===== src/rtl/mem_debug_dumper_pkg.sv =====
// Shared types and constants for the memory debug dumper.
// Holds the FSM encodings and the byte/word sizing constants.
package mem_dump_pkg;

   localparam int BYTE_W         = 8;
   localparam int DEF_DATA_W     = 32;
   localparam int BYTES_PER_WORD = DEF_DATA_W / BYTE_W;

   typedef enum logic [2:0] {
      IDLE,
      REQ,
      CAPT,
      SEND,
      WAIT_TX,
      NEXT,
      FIN,
      CSUM
   } state_t;

   typedef enum logic [1:0] {
      SER_IDLE,
      SER_SEND,
      SER_WAIT
   } ser_state_t;

endpackage


===== src/rtl/mem_debug_dumper_if.sv =====
// Memory debug read port plus UART byte handshake.
// master = dumper side, slave = memory/uart side.
interface mem_debug_dumper_if #(
   parameter int ADDR_W = 32,
   parameter int DATA_W = 32
);
   logic              Debug_on;
   logic [ADDR_W-1:0] Debug_read_mem;
   logic [DATA_W-1:0] mem_data;
   logic [7:0]        tx_data;
   logic              tx_start;
   logic              tx_done;

   modport master (
      output Debug_on,
      output Debug_read_mem,
      output tx_data,
      output tx_start,
      input  mem_data,
      input  tx_done
   );

   modport slave (
      input  Debug_on,
      input  Debug_read_mem,
      input  tx_data,
      input  tx_start,
      output mem_data,
      output tx_done
   );
endinterface


===== src/rtl/mem_debug_dumper_word_byte_serializer.sv =====
// Splits a captured word into bytes, MSB first, over tx_start/tx_done.
// Ports: word_valid/word in, word_sent out (comb), tx_* to uart_tx.
// MEM_DUMP_CHECKSUM_EN adds acc_clr/csum_valid and an XOR accumulator.
module word_byte_serializer
   import mem_dump_pkg::*;
#(
   parameter int DATA_W = 32
) (
   input  logic              clk,
   input  logic              rst,
   input  logic              word_valid,
   input  logic [DATA_W-1:0] word,
`ifdef MEM_DUMP_CHECKSUM_EN
   input  logic              acc_clr,
   input  logic              csum_valid,
`endif
   input  logic              tx_done,
   output logic [BYTE_W-1:0] tx_data,
   output logic              tx_start,
   output logic              word_sent
);

   localparam int BPW = DATA_W / BYTE_W;
   localparam int IW  = (BPW > 1) ? $clog2(BPW) : 1;
   localparam logic [IW-1:0] LAST_IDX = IW'(BPW - 1);

   ser_state_t        st;
   logic [DATA_W-1:0] word_q;
   logic [DATA_W-1:0] shifted;
   logic [IW-1:0]     byte_idx;
`ifdef MEM_DUMP_CHECKSUM_EN
   logic [BYTE_W-1:0] acc;
`endif

   // Next byte is always the top byte of the left-shifted word.
   assign shifted   = word_q << BYTE_W;
   assign word_sent = (st == SER_WAIT) && tx_done
                      && (byte_idx == LAST_IDX);

   always_ff @(posedge clk or negedge rst) begin
      if (!rst) begin
         st       <= SER_IDLE;
         word_q   <= '0;
         byte_idx <= '0;
         tx_data  <= '0;
         tx_start <= 1'b0;
`ifdef MEM_DUMP_CHECKSUM_EN
         acc      <= '0;
`endif
      end else begin
         tx_start <= 1'b0;
`ifdef MEM_DUMP_CHECKSUM_EN
         if (acc_clr) acc <= '0;
`endif
         unique case (st)
            SER_IDLE: begin
               if (word_valid) begin
                  word_q   <= word;
                  byte_idx <= '0;
                  tx_data  <= word[DATA_W-1 -: BYTE_W];
                  tx_start <= 1'b1;
                  st       <= SER_SEND;
`ifdef MEM_DUMP_CHECKSUM_EN
                  acc <= acc ^ word[DATA_W-1 -: BYTE_W];
               end else if (csum_valid) begin
                  // Parking the index on the last slot
                  // makes the checksum a one-byte "word".
                  byte_idx <= LAST_IDX;
                  tx_data  <= acc;
                  tx_start <= 1'b1;
                  st       <= SER_SEND;
`endif
               end
            end
            SER_SEND: st <= SER_WAIT;
            SER_WAIT: begin
               if (tx_done) begin
                  if (byte_idx == LAST_IDX) begin
                     st <= SER_IDLE;
                  end else begin
                     byte_idx <= byte_idx + IW'(1);
                     word_q   <= shifted;
                     tx_data  <= shifted[DATA_W-1 -: BYTE_W];
                     tx_start <= 1'b1;
                     st       <= SER_SEND;
`ifdef MEM_DUMP_CHECKSUM_EN
                     acc <= acc
                            ^ shifted[DATA_W-1 -: BYTE_W];
`endif
                  end
               end
            end
            default: st <= SER_IDLE;
         endcase
      end
   end

endmodule


===== src/rtl/mem_debug_dumper.sv =====
// Walks memory words 0..DEPTH-1 over the debug port and streams them out.
// Ports: clk, rst (async low), start, bus (master), busy, dump_done.
// MEM_DUMP_CHECKSUM_EN appends an XOR checksum byte to each dump.
module mem_debug_dumper
   import mem_dump_pkg::*;
#(
   parameter int DEPTH  = 32,
   parameter int ADDR_W = 32,
   parameter int DATA_W = 32
) (
   input  logic                clk,
   input  logic                rst,
   input  logic                start,
   mem_debug_dumper_if.master  bus,
   output logic                busy,
   output logic                dump_done
);

   localparam int AW = (DEPTH > 1) ? $clog2(DEPTH) : 1;
   localparam logic [AW-1:0] LAST = AW'(DEPTH - 1);

   state_t        state;
   logic [AW-1:0] addr;
   logic          debug_on;
   logic          word_sent;
   logic [7:0]    tx_data;
   logic          tx_start;
`ifdef MEM_DUMP_CHECKSUM_EN
   logic          csum_go;
`endif

   assign bus.Debug_on       = debug_on;
   assign bus.Debug_read_mem = ADDR_W'(addr);
   assign bus.tx_data        = tx_data;
   assign bus.tx_start       = tx_start;

   word_byte_serializer #(
      .DATA_W (DATA_W)
   ) u_ser (
      .clk        (clk),
      .rst        (rst),
      .word_valid (state == CAPT),
      .word       (bus.mem_data),
`ifdef MEM_DUMP_CHECKSUM_EN
      .acc_clr    ((state == IDLE) && start),
      .csum_valid (csum_go),
`endif
      .tx_done    (bus.tx_done),
      .tx_data    (tx_data),
      .tx_start   (tx_start),
      .word_sent  (word_sent)
   );

   always_ff @(posedge clk or negedge rst) begin
      if (!rst) begin
         state     <= IDLE;
         addr      <= '0;
         debug_on  <= 1'b0;
         busy      <= 1'b0;
         dump_done <= 1'b0;
`ifdef MEM_DUMP_CHECKSUM_EN
         csum_go   <= 1'b0;
`endif
      end else begin
         dump_done <= 1'b0;
`ifdef MEM_DUMP_CHECKSUM_EN
         csum_go   <= 1'b0;
`endif
         unique case (state)
            IDLE: begin
               if (start) begin
                  state    <= REQ;
                  addr     <= '0;
                  debug_on <= 1'b1;
                  busy     <= 1'b1;
               end
            end
            // Memory samples addr on the negedge inside REQ.
            REQ:  state <= CAPT;
            CAPT: state <= SEND;
            SEND: state <= WAIT_TX;
            WAIT_TX: begin
               if (word_sent) state <= NEXT;
            end
            NEXT: begin
               if (addr == LAST) begin
`ifdef MEM_DUMP_CHECKSUM_EN
                  state   <= CSUM;
                  csum_go <= 1'b1;
`else
                  state     <= FIN;
                  dump_done <= 1'b1;
`endif
               end else begin
                  addr  <= addr + AW'(1);
                  state <= REQ;
               end
            end
`ifdef MEM_DUMP_CHECKSUM_EN
            CSUM: begin
               if (word_sent) begin
                  state     <= FIN;
                  dump_done <= 1'b1;
               end
            end
`endif
            FIN: begin
               state    <= IDLE;
               debug_on <= 1'b0;
               busy     <= 1'b0;
            end
            default: state <= IDLE;
         endcase
      end
   end

endmodule


===== src/flat_wrapper.sv =====
// flat-port wrapper written by rule: the top's interface ports become plain ports
module mem_debug_dumper_flat import mem_dump_pkg::*;
#(
   parameter int DEPTH  = 32,
   parameter int ADDR_W = 32,
   parameter int DATA_W = 32
)
  (clk, rst, start, busy, dump_done, bus_Debug_on, bus_Debug_read_mem, bus_tx_data, bus_tx_start, bus_mem_data, bus_tx_done);
  mem_debug_dumper_if #(.ADDR_W(ADDR_W), .DATA_W(DATA_W)) bus_i ();
  input  logic clk;
  input  logic rst;
  input  logic start;
  output logic busy;
  output logic dump_done;
  output wire logic [$bits(bus_i.Debug_on)-1:0] bus_Debug_on;
  output wire logic [$bits(bus_i.Debug_read_mem)-1:0] bus_Debug_read_mem;
  output wire logic [$bits(bus_i.tx_data)-1:0] bus_tx_data;
  output wire logic [$bits(bus_i.tx_start)-1:0] bus_tx_start;
  input wire logic [$bits(bus_i.mem_data)-1:0] bus_mem_data;
  input wire logic [$bits(bus_i.tx_done)-1:0] bus_tx_done;
  assign bus_Debug_on = bus_i.Debug_on;
  assign bus_Debug_read_mem = bus_i.Debug_read_mem;
  assign bus_tx_data = bus_i.tx_data;
  assign bus_tx_start = bus_i.tx_start;
  assign bus_i.mem_data = bus_mem_data;
  assign bus_i.tx_done = bus_tx_done;
  mem_debug_dumper #(.DEPTH(DEPTH), .ADDR_W(ADDR_W), .DATA_W(DATA_W)) u_core (.clk(clk), .rst(rst), .start(start), .bus(bus_i), .busy(busy), .dump_done(dump_done));
endmodule

===== config.mk =====
export PLATFORM = sky130hd
export DESIGN_NAME = mem_debug_dumper_flat
export DESIGN_NICKNAME = d
export VERILOG_FILES = /design/src/rtl/mem_debug_dumper_pkg.sv /design/src/rtl/mem_debug_dumper_if.sv /design/src/rtl/mem_debug_dumper_word_byte_serializer.sv /design/src/rtl/mem_debug_dumper.sv /design/src/flat_wrapper.sv
export SDC_FILE = /design/constraint.sdc
export NUM_CORES = 1
export LEC_CHECK = 0
export CORE_MARGIN = 2
export CORE_UTILIZATION = 47
export CTS_CLUSTER_SIZE = 16
export DETAILED_ROUTE_END_ITERATION = 12
export PLACE_DENSITY = 0.81
export SETUP_SLACK_MARGIN = 0.2
export SLEW_MARGIN = 20
export SYNTH_ARGS = -nofsm -noshare
export SYNTH_HDL_FRONTEND = slang
export SYNTH_SLANG_ARGS = --single-unit

===== constraint.sdc =====
create_clock -name clk -period 2.3 [get_ports clk]
set_input_delay 0.345 -clock clk [delete_from_list [all_inputs] [get_ports clk]]
set_output_delay 0.345 -clock clk [all_outputs]
set_load 0.02 [all_outputs]

==> results.md <==
* DR DRC count at 0
* Slowest CP cell: dfrtp_1
* CP endpoint kind: register
* Crit path cell chain: ha_1, and3_1, ha_1, nand4bb_4, or3_1, a21oi_1
* Via count at approximately 1,600
* Slew @ Worst Pin at 0.543 ns
* Clock latency on the worst-skew pair at ~0.3 ns
* Max rail drop VDD at around 660 uV
* FILL cells at around 420
* Crit path DAT at ~2.2 ns
* Met3 wire len at between 150 and 200 um
* Clock Tree Buf Depth at 2
* Final setup violation count at 0
* H-tree levels at 2
* Predominant post-synthesis flop cell: dfrtp_1
* Die area at 6040 um2
* Maximum fanout along the worst path at 10
* Final Power at between 3 and 4 mW
* First DRT Iteration DRCs at 114
* Uppermost layer routed: met4
* Syn Std Cell Area at around 2600 um2
* Core area at slightly above 5000 um2
* Most frequent cells after synthesis: dfrtp_1, buf_4, mux2_2, mux2_4, o21ai_0
* Asr flop ratio synth at 1.00
* Number of synthesized flops with an enable pin at 0
* Final Cycle Share at 0.842
* Aggregate negative setup slack at 0 ns
* Multi-input gate area at between 1000 and 1500 um2
* Worst-path clk slew at approximately 0.09 ns
* Die width at roughly 78 um
* Yosys warns at 0
* Largest net degree at the start of global routing at 36
* Hold Vio Cnt, Final at 0
* Starting Density at 0.494
* Nature of the critical path startpoint: register
* Max_cap viols at 0
* Top cells by area, synth: dfrtp_1, mux2_2, mux2_4
* Achievable Freq at ~520 MHz
* Drt total wl at roughly 4800 um
* RSZ-0062 raised after global routing: false
* Row Count at 26
* Share of cells above drive strength 1 at 0.257
* Unique masters post-synth at 30
* Data required, critical path at between 2 and 3 ns
* Gr ovfl total at 0
* Post-route minimum period at about 1.9 ns
* Die H at about 78 um
* FF/Latch Area at roughly 1200 um2
* Status: finished, final reports clean
* CTS Buf Count at 5
* Global-route wire length before repair at roughly 8000 um
* Setup Buffers After CTS at 0
* Drt pass-1 iters at 4
* Via/cell ratio at approximately 4.9
* Setup Skew at between 0.005 and 0.006 ns
* Top-count cell post-synth: dfrtp_1
* Number of antenna diodes at 0
* CP dominant cell by count: ha_1
* Routed length on met2 at about 2400 um
* Initial antenna violation count at 0
* Final setup margin at approximately 0.36 ns
* Yosys reg bits at 47
* Vias in the first global route at between 1,500 and 2,000
* Final instance area at about 3100 um2
* Post-route met1 wirelength at between 2000 and 2500 um
* Slew Limit Headroom at 0.638
* PwrDens at between 1000 and 1500 nW/um2
* Placement Cell Area at a little over 3000 um2
* Reg2Reg Capture Point: u_core.addr[3]$_DFFE_PN0P_
* Fin nets at ~300
* CTS tree: done
* Post-synthesis sequential area ratio at 0.460
* Synth top area share at 0.460
* Buffers on Ports at 52
* Syn avg cell area at around 12 um2
* Layout area overhead at 22.5%
* Syn Inst Count at around 210
* Hold Crit Class: in2async
* GP Congestion at 0.768
* Routed len/inst at about 14 um
* Max incr delay on CP at ~0.43 ns
* WS Path Type: reg2reg
* Reg2reg path depth at 6
* Gr usage total at 0.170
* Pins Over Slew Limit at 0
* DP Worst Slack at 0.170 ns
* CTS root buffer: clkbuf_8
* FF-to-FF Start: u_core.addr[0]$_DFFE_PN0P_
* R2R Setup Slk at 0.36 ns
* DP Wirelength at between 3000 and 4000 um
* Leakage power at roughly 1.4 nW
* Total I/O pin count at 80
* Post-synth top area cell: dfrtp_1
* Post-route ant nets at 0
* CTS sink count at between 40 and 50
[stage by stage]
stage               instances  hold WS (ns)  utilization
floorplan                 238        0.0494            -
global placement          328         0.360        0.586
detailed placement        328         0.357        0.586
CTS                       335        0.0293        0.603
global route              335        0.0473        0.605
finish                    335        0.0192        0.605
[worst max-delay path by stage]
stage                                 endpoint  slack [ns]  depth (start not counted)                        from
floorplan           u_core.addr[3]$_DFFE_PN0P_        0.33                          7  u_core.addr[0]$_DFFE_PN0P_
global placement    u_core.addr[3]$_DFFE_PN0P_        0.32                          6  u_core.addr[0]$_DFFE_PN0P_
detailed placement  u_core.addr[3]$_DFFE_PN0P_        0.17                          6  u_core.addr[0]$_DFFE_PN0P_
CTS                 u_core.addr[3]$_DFFE_PN0P_        0.22                          6  u_core.addr[0]$_DFFE_PN0P_
global route        u_core.addr[3]$_DFFE_PN0P_        0.21                          6  u_core.addr[0]$_DFFE_PN0P_
finish              u_core.addr[3]$_DFFE_PN0P_        0.36                          6  u_core.addr[0]$_DFFE_PN0P_
[worst max-delay path, delay by kind of cell (launching register included)]
kind	cells	cell delay (ns)
flops	1	0.43
compound gates	1	0.16
simple gates	3	0.83
fa+ha+maj	2	0.44
[registers in the layout, indices dropped and copies added (netlist names)]
name and cells:
u_core.addr 5, u_core.busy 1, u_core.dump_done 1, u_core.state 3
u_core.u_ser.byte_idx 2, u_core.u_ser.st 2, u_core.u_ser.tx_data 8, u_core.u_ser.tx_start 1
u_core.u_ser.word_q 24
[layer usage]
layer	GRT usage	vias up
met2	0.270	48
met1	0.229	809
met4	0.0554	0
met5	0	-
met3	0.0419	6
li1	-	779
[layout by cell type (no fill, tap or decap), drive strengths merged, types with 2 or more instances in the layout]
master,synthesis,routed
a21oi,3,3
a32o,2,2
buf,35,8
clkbuf,4,5
clkdlybuf4s50,0,51
clkinv,0,2
conb,1,27
dfrtp,47,47
ha,3,3
inv,15,15
mux2,49,49
nand2,6,6
nand2b,3,3
nand4,8,8
nor2,3,3
nor2b,2,2
o21ai,18,18
o22ai,3,3
or3,2,2
[cell type report]
| class | instances | area share |
|---|---|---|
| tap | 70 | 0.0280 |
| clock inverter | 2 | 0.00440 |
| inverter | 15 | 0.0180 |
| clock buffer | 5 | 0.0220 |
| sequential | 47 | 0.376 |
| multi-input combinational | 137 | 0.362 |
| timing repair buffer | 59 | 0.190 |
[report_power, final]
group          switching, mW  leakage, nW  internal [mW]
clock network          0.274       0.0440          0.208
registers              0.243        0.584           1.18
logic                  0.804        0.743           1.08
total                   1.32         1.37           2.47
[what timing repair did]
action | in CTS | in global routing
pin swaps | 0 | 1
hold buffers | 0 | 0
setup endpoints to repair | 1 | 2
resized for setup | 1 | 1
endpoints found under the hold margin | 0 | 0
[cells by family (layout without fill, tap and decap cells)]
group / count (synthesis) / after routing / synth area share
buf+inv: 54 / 81 / 0.142
mux: 50 / 50 / 0.249
flops: 47 / 47 / 0.460
simple gates: 30 / 30 / 0.0725
compound gates: 27 / 27 / 0.0602
fa+ha+maj: 3 / 3 / 0.0147
other cells: 1 / 27 / 0.00147
Power figures use the tool's default switching activity.
